===== config.mk =====
export PLATFORM = sky130hd
export DESIGN_NAME = sdram_arbit_flat
export DESIGN_NICKNAME = d
export VERILOG_FILES = /design/src/rtl/sdram_pkg.sv /design/src/rtl/sdram_arbit_if.sv /design/src/rtl/sdram_arbit.sv /design/src/flat_wrapper.sv
export SDC_FILE = /design/constraint.sdc
export NUM_CORES = 1
export LEC_CHECK = 0
export CAP_MARGIN = 40
export CORE_MARGIN = 4
export CORE_UTILIZATION = 34
export CTS_CLUSTER_SIZE = 40
export DETAILED_ROUTE_END_ITERATION = 8
export PLACE_DENSITY = 0.94
export SLEW_MARGIN = 20
export SYNTH_ARGS = -nofsm -noshare
export SYNTH_HDL_FRONTEND = slang
export SYNTH_SLANG_ARGS = --single-unit

===== constraint.sdc =====
create_clock -name sclk -period 4.06 [get_ports sclk]
set_input_delay 0.812 -clock sclk [delete_from_list [all_inputs] [get_ports sclk]]
set_output_delay 0.812 -clock sclk [all_outputs]
set_load 0.05 [all_outputs]

===== src/rtl/sdram_pkg.sv =====
// sdram_pkg: SDRAM command encodings and arbiter state constants shared by the arbiter slice.
package sdram_pkg;

    localparam logic [3:0] CMD_NOP  = 4'b0111;
    localparam logic [3:0] CMD_PRE  = 4'b0010;
    localparam logic [3:0] CMD_AREF = 4'b0001;
    localparam logic [3:0] CMD_ACT  = 4'b0011;
    localparam logic [3:0] CMD_RD   = 4'b0101;
    localparam logic [3:0] CMD_WR   = 4'b0100;

    typedef enum logic [4:0] {
        S_INIT  = 5'b00001,
        S_ARBIT = 5'b00010,
        S_AREF  = 5'b00100,
        S_WRITE = 5'b01000,
        S_READ  = 5'b10000
    } state_t;

endpackage


===== src/rtl/sdram_arbit_if.sv =====
// sdram_arbit_if: stage request/grant handshakes and the muxed SDRAM command bus.
interface sdram_arbit_if;

    logic        flag_init_end;
    logic [3:0]  init_cmd;
    logic [12:0] init_addr;
    logic        ref_req;
    logic        flag_ref_end;
    logic [3:0]  ref_cmd;
    logic [12:0] ref_addr;
    logic        wr_req;
    logic        flag_wr_end;
    logic [3:0]  wr_cmd;
    logic [12:0] wr_addr;
    logic [1:0]  wr_bank;
    logic        rd_req;
    logic        flag_rd_end;
    logic [3:0]  rd_cmd;
    logic [12:0] rd_addr;
    logic [1:0]  rd_bank;
    logic        ref_en;
    logic        wr_en;
    logic        rd_en;
    logic [3:0]  sdram_cmd;
    logic [12:0] sdram_addr;
    logic [1:0]  sdram_bank;

    modport slave (
        input  flag_init_end, init_cmd, init_addr,
        input  ref_req, flag_ref_end, ref_cmd, ref_addr,
        input  wr_req, flag_wr_end, wr_cmd, wr_addr, wr_bank,
        input  rd_req, flag_rd_end, rd_cmd, rd_addr, rd_bank,
        output ref_en, wr_en, rd_en, sdram_cmd, sdram_addr, sdram_bank
    );

    modport master (
        output flag_init_end, init_cmd, init_addr,
        output ref_req, flag_ref_end, ref_cmd, ref_addr,
        output wr_req, flag_wr_end, wr_cmd, wr_addr, wr_bank,
        output rd_req, flag_rd_end, rd_cmd, rd_addr, rd_bank,
        input  ref_en, wr_en, rd_en, sdram_cmd, sdram_addr, sdram_bank
    );

endinterface


===== src/rtl/sdram_arbit.sv =====
// sdram_arbit: grants the SDRAM command bus to init, refresh, write and read stages.
module sdram_arbit
    import sdram_pkg::*;
(
    input  logic         sclk,
    input  logic         s_rst_n,
    sdram_arbit_if.slave bus
);

    state_t state_q, state_d;
    logic   last_grant_q, last_grant_d;
    logic   ref_en_q, ref_en_d;
    logic   wr_en_q, wr_en_d;
    logic   rd_en_q, rd_en_d;

    // Next state: refresh beats data traffic; write/read ties alternate on last_grant (1 = read went last).
    always_comb begin
        state_d      = state_q;
        last_grant_d = last_grant_q;
        case (state_q)
            S_INIT:  state_d = bus.flag_init_end ? S_ARBIT : S_INIT;
            S_ARBIT: begin
                if (bus.ref_req) begin
                    state_d = S_AREF;
                end else if (bus.wr_req && (!bus.rd_req || last_grant_q)) begin
                    state_d      = S_WRITE;
                    last_grant_d = 1'b0;
                end else if (bus.rd_req) begin
                    state_d      = S_READ;
                    last_grant_d = 1'b1;
                end
            end
            S_AREF:  state_d = bus.flag_ref_end ? S_ARBIT : S_AREF;
            S_WRITE: state_d = bus.flag_wr_end ? S_ARBIT : S_WRITE;
            S_READ:  state_d = bus.flag_rd_end ? S_ARBIT : S_READ;
            default: state_d = S_ARBIT;
        endcase
        ref_en_d = (state_d == S_AREF) && (state_q != S_AREF);
        wr_en_d  = (state_d == S_WRITE) && (state_q != S_WRITE);
        rd_en_d  = (state_d == S_READ) && (state_q != S_READ);
    end

    // State, tie-break memory and one-cycle grant pulses.
    always_ff @(posedge sclk or negedge s_rst_n) begin
        if (!s_rst_n) begin
            state_q      <= S_INIT;
            last_grant_q <= 1'b1;
            ref_en_q     <= 1'b0;
            wr_en_q      <= 1'b0;
            rd_en_q      <= 1'b0;
        end else begin
            state_q      <= state_d;
            last_grant_q <= last_grant_d;
            ref_en_q     <= ref_en_d;
            wr_en_q      <= wr_en_d;
            rd_en_q      <= rd_en_d;
        end
    end

    // Command bus follows the owning stage; the arbitration state drives NOP.
    always_comb begin
        bus.sdram_cmd  = CMD_NOP;
        bus.sdram_addr = '0;
        bus.sdram_bank = '0;
        case (state_q)
            S_INIT: begin
                bus.sdram_cmd  = bus.init_cmd;
                bus.sdram_addr = bus.init_addr;
            end
            S_AREF: begin
                bus.sdram_cmd  = bus.ref_cmd;
                bus.sdram_addr = bus.ref_addr;
            end
            S_WRITE: begin
                bus.sdram_cmd  = bus.wr_cmd;
                bus.sdram_addr = bus.wr_addr;
                bus.sdram_bank = bus.wr_bank;
            end
            S_READ: begin
                bus.sdram_cmd  = bus.rd_cmd;
                bus.sdram_addr = bus.rd_addr;
                bus.sdram_bank = bus.rd_bank;
            end
            default: ;
        endcase
    end

    assign bus.ref_en = ref_en_q;
    assign bus.wr_en  = wr_en_q;
    assign bus.rd_en  = rd_en_q;

endmodule

===== src/flat_wrapper.sv =====
// flat-port wrapper written by rule: the top's interface ports become plain ports
module sdram_arbit_flat import sdram_pkg::*;
  (sclk, s_rst_n, bus_flag_init_end, bus_init_cmd, bus_init_addr, bus_ref_req, bus_flag_ref_end, bus_ref_cmd, bus_ref_addr, bus_wr_req, bus_flag_wr_end, bus_wr_cmd, bus_wr_addr, bus_wr_bank, bus_rd_req, bus_flag_rd_end, bus_rd_cmd, bus_rd_addr, bus_rd_bank, bus_ref_en, bus_wr_en, bus_rd_en, bus_sdram_cmd, bus_sdram_addr, bus_sdram_bank);
  sdram_arbit_if bus_i ();
  input  logic sclk;
  input  logic s_rst_n;
  input wire logic [$bits(bus_i.flag_init_end)-1:0] bus_flag_init_end;
  input wire logic [$bits(bus_i.init_cmd)-1:0] bus_init_cmd;
  input wire logic [$bits(bus_i.init_addr)-1:0] bus_init_addr;
  input wire logic [$bits(bus_i.ref_req)-1:0] bus_ref_req;
  input wire logic [$bits(bus_i.flag_ref_end)-1:0] bus_flag_ref_end;
  input wire logic [$bits(bus_i.ref_cmd)-1:0] bus_ref_cmd;
  input wire logic [$bits(bus_i.ref_addr)-1:0] bus_ref_addr;
  input wire logic [$bits(bus_i.wr_req)-1:0] bus_wr_req;
  input wire logic [$bits(bus_i.flag_wr_end)-1:0] bus_flag_wr_end;
  input wire logic [$bits(bus_i.wr_cmd)-1:0] bus_wr_cmd;
  input wire logic [$bits(bus_i.wr_addr)-1:0] bus_wr_addr;
  input wire logic [$bits(bus_i.wr_bank)-1:0] bus_wr_bank;
  input wire logic [$bits(bus_i.rd_req)-1:0] bus_rd_req;
  input wire logic [$bits(bus_i.flag_rd_end)-1:0] bus_flag_rd_end;
  input wire logic [$bits(bus_i.rd_cmd)-1:0] bus_rd_cmd;
  input wire logic [$bits(bus_i.rd_addr)-1:0] bus_rd_addr;
  input wire logic [$bits(bus_i.rd_bank)-1:0] bus_rd_bank;
  output wire logic [$bits(bus_i.ref_en)-1:0] bus_ref_en;
  output wire logic [$bits(bus_i.wr_en)-1:0] bus_wr_en;
  output wire logic [$bits(bus_i.rd_en)-1:0] bus_rd_en;
  output wire logic [$bits(bus_i.sdram_cmd)-1:0] bus_sdram_cmd;
  output wire logic [$bits(bus_i.sdram_addr)-1:0] bus_sdram_addr;
  output wire logic [$bits(bus_i.sdram_bank)-1:0] bus_sdram_bank;
  assign bus_i.flag_init_end = bus_flag_init_end;
  assign bus_i.init_cmd = bus_init_cmd;
  assign bus_i.init_addr = bus_init_addr;
  assign bus_i.ref_req = bus_ref_req;
  assign bus_i.flag_ref_end = bus_flag_ref_end;
  assign bus_i.ref_cmd = bus_ref_cmd;
  assign bus_i.ref_addr = bus_ref_addr;
  assign bus_i.wr_req = bus_wr_req;
  assign bus_i.flag_wr_end = bus_flag_wr_end;
  assign bus_i.wr_cmd = bus_wr_cmd;
  assign bus_i.wr_addr = bus_wr_addr;
  assign bus_i.wr_bank = bus_wr_bank;
  assign bus_i.rd_req = bus_rd_req;
  assign bus_i.flag_rd_end = bus_flag_rd_end;
  assign bus_i.rd_cmd = bus_rd_cmd;
  assign bus_i.rd_addr = bus_rd_addr;
  assign bus_i.rd_bank = bus_rd_bank;
  assign bus_ref_en = bus_i.ref_en;
  assign bus_wr_en = bus_i.wr_en;
  assign bus_rd_en = bus_i.rd_en;
  assign bus_sdram_cmd = bus_i.sdram_cmd;
  assign bus_sdram_addr = bus_i.sdram_addr;
  assign bus_sdram_bank = bus_i.sdram_bank;
  sdram_arbit u_core (.sclk(sclk), .s_rst_n(s_rst_n), .bus(bus_i));
endmodule

==> impl_metrics.yaml <==
clocking:
  htreeDepth: 1
  cts_tree: "done"
  clock_latency_ps: 260
  cts_buffers: 3
  clkSinkCount: 9
  cts-root-buf: "clkbuf_4"
  clkTransAtPathRegs_ps: 50
  post_cts_resized: 0
  ctsHoldBuffers: 0
  postCtsSetupBuffers: 0
  clockBufferDepth: 2
timing:
  relSlewSlack_pct: 53.8
  rsz0062_at_grt: "no"
  fin_hold_ws_ps: 613
  fmax_mhz: 277
  hold_viol_final: 0
  fin_crit_sh_pct: 88.9
  skew_ps: 6.85
  setup_tns_ps: 0
  period_needed_ps: 3610
  finalSetupViolations: 0
  drv_slew: 0
  tightest_slew_ps: 693
synthesis:
  yosysUniqueCellTypes: 39
  yosysSeqAreaShare_pct: 20.0
  synthAdderAreaFrac_pct: 0
  synth_compound_area_share_pct: 37.8
  synth_most_common_cell: "nand2_1"
  synth_top_area_share_pct: 15.4
  async_flop_share_pct: 100
  synthMuxAreaShare_pct: 0.989
  yosys.area.top_type: "dfrtp_1"
  synth-seq-cells: 9
  syn_nets: 213
  ys.warnings.count: 0
  synthTopCellsByArea: "dfrtp_1 15%, a22oi_1 14%, a22oi_2 9.9%"
  ys.flop_type: "dfrtp_1"
  yosys.area_share.simple_pct: 25.8
  synth_top_family_by_area: "compound AO/OA/AOI/OAI gates"
  syn_area_per_cell_sq_um: 8.63
  syn_inst: 132
  synth_edf_count: 0
  ys_top_cells_by_count: "22 x nand2_1, 21 x a22oi_1, 9 x a22oi_2, 9 x buf_6"
  synth_xor_area_share_pct: 1.54
  synth_area_sq_um: 1140
die:
  die_width_um: 65.9
  start_util_pct: 36.4
  rows: 20
  ioPinCount: 103
  die_area_sq_um: 4340
  coreArea_sq_um: 3130
  dieHeight_um: 65.9
placement:
  port_buffers: 102
  hpwl_um: 3510
  gp_congestion: 0.791
global_route:
  grt_usage_pct: 19.5
  top_usage_layer: "met2"
  grt_pass1_vias: 1353
  met1_usage_pct: 22.4
  gr-usage-met3_pct: 4.76
  antenna_found_initial: 0
  grt_max_degree: 19
  grt_overflow: 0
  met2_usage_pct: 35.8
  grt_first_pass_wirelength_um: 6530
setup_path:
  r2r_setup_slack_ps: 2220
  r2r-end: "u_core.state_q[1]$_DFF_PN0_"
  crit_type: "flop to primary output"
  critPathArrivalTime_ps: 2800
  worstPathRequired_ps: 3250
  worstSetupStartpoint: "u_core.state_q[4]$_DFF_PN0_"
  endpoint_kind: "primary output"
  r2r_cells: 4
  crit_fanout: 16
  r2r_start: "u_core.state_q[2]$_DFF_PN0_"
  crit_path_end: "bus_sdram_addr[7]"
  start_kind: "flop"
detailed_routing:
  ant_nets: 0
  wl_um: 4300
  drt_pass1_iterations: 4
  drt-wirelength-per-cell_um: 15.9
  vias: 1408
  viasPerCell: 5.20
  drc_errors: 0
  drtIter0Drc: 81
finish:
  diodes: 0
  area_growth_pct: 87.0
  fin_nets: 309
  postLayoutCoreUtil_pct: 68.1
  drive_gt1_share_pct: 12.8
power_and_ir_drop:
  ir_drop_uv: 299
  power_density_nw_per_um2: 448
  p_leak_nw: 0.848
min_path:
  hold_path.class: "flop to flop"
  whs_path_depth: 2
job:
  maxCapViolCount: 0
run_status:
  status: "finished clean"
through the flow:
| stage | power [W] | instances | area, sq um | setup slack, ps |
|---|---|---|---|---|
| 3_5_place_dp | 0.000888 | 267 | 2100 | 496 |
| 3_3_place_gp | 0.000880 | 267 | 2100 | 537 |
| 2_1_floorplan | 0.000677 | 132 | 1140 | 1480 |
| 6_report | 0.000955 | 271 | 2130 | 449 |
| 4_1_cts | 0.000959 | 271 | 2130 | 445 |
| 5_1_grt | 0.00102 | 271 | 2130 | 239 |
critical path, stage by stage, from the launching register on:
cell and delay [ps]:
dfrtp_1 560, nor2_2 240, and3_1 620, a22oi_1 200, nand2_1 110, clkdlybuf4s50_1 810
report_power, final:
part           leakage [nW]  switching [W]  internal (W)  total [W]
clock network        0.0150      0.0000302     0.0000378  0.0000680
logic                 0.720       0.000402      0.000299   0.000702
registers             0.113      0.0000651      0.000120   0.000185
how the worst min path moves through the flow:
stage	startpoint	to	slack, ps
floorplan	s_rst_n	u_core.bus.rd_en$_DFF_PN0_	520
global placement	u_core.last_grant_q$_DFFE_PN1P_	u_core.last_grant_q$_DFFE_PN1P_	580
detailed placement	u_core.last_grant_q$_DFFE_PN1P_	u_core.last_grant_q$_DFFE_PN1P_	600
CTS	u_core.last_grant_q$_DFFE_PN1P_	u_core.last_grant_q$_DFFE_PN1P_	620
global route	u_core.last_grant_q$_DFFE_PN1P_	u_core.last_grant_q$_DFFE_PN1P_	660
finish	u_core.last_grant_q$_DFFE_PN1P_	u_core.last_grant_q$_DFFE_PN1P_	610
flip-flops by register name (all words and copies together), names as in the netlist:
signal,cells
u_core.bus.rd_en,1
u_core.bus.ref_en,1
u_core.bus.wr_en,1
u_core.last_grant_q,1
u_core.state_q,5
cells by family after synthesis:
logic type / Yosys count
flip-flops: 9
AND/OR/NAND/NOR: 52
buffers and inverters: 18
multiplexers: 1
XOR/XNOR: 2
AO/OA/AOI/OAI: 50
final cells by class:
cell class	instances	area (sq um)
Timing Repair Buffer	104	1050
Fill cell	251	998
Multi-Input combinational cell	105	753
Sequential cell	9	228
Tap cell	44	55.1
Clock buffer	4	26.3
Inverter	5	18.8
per-layer routing:
metal | share of wire (%) | routed length, um
met2 | 52 | 2230
met1 | 38 | 1640
met3 | 9.2 | 395
met4 | 0.79 | 34
met5 | 0 | 0
cells in the final DEF, fill, tap and decap left out, types with 2 or more instances in the layout:
cell,n
a21o_1,2
a22o_1,2
a22oi_1,21
a22oi_2,9
a31oi_1,2
and3_1,3
clkbuf_4,3
clkdlybuf4s50_1,102
dfrtp_1,7
dfstp_2,2
inv_1,4
nand2_1,22
nand3_1,3
nand3b_1,5
nor2_1,7
nor2_2,2
nor3_2,3
o21ai_0,4
or3_1,2
xor2_1,2
No activity file was read; power rests on OpenSTA's default activity.
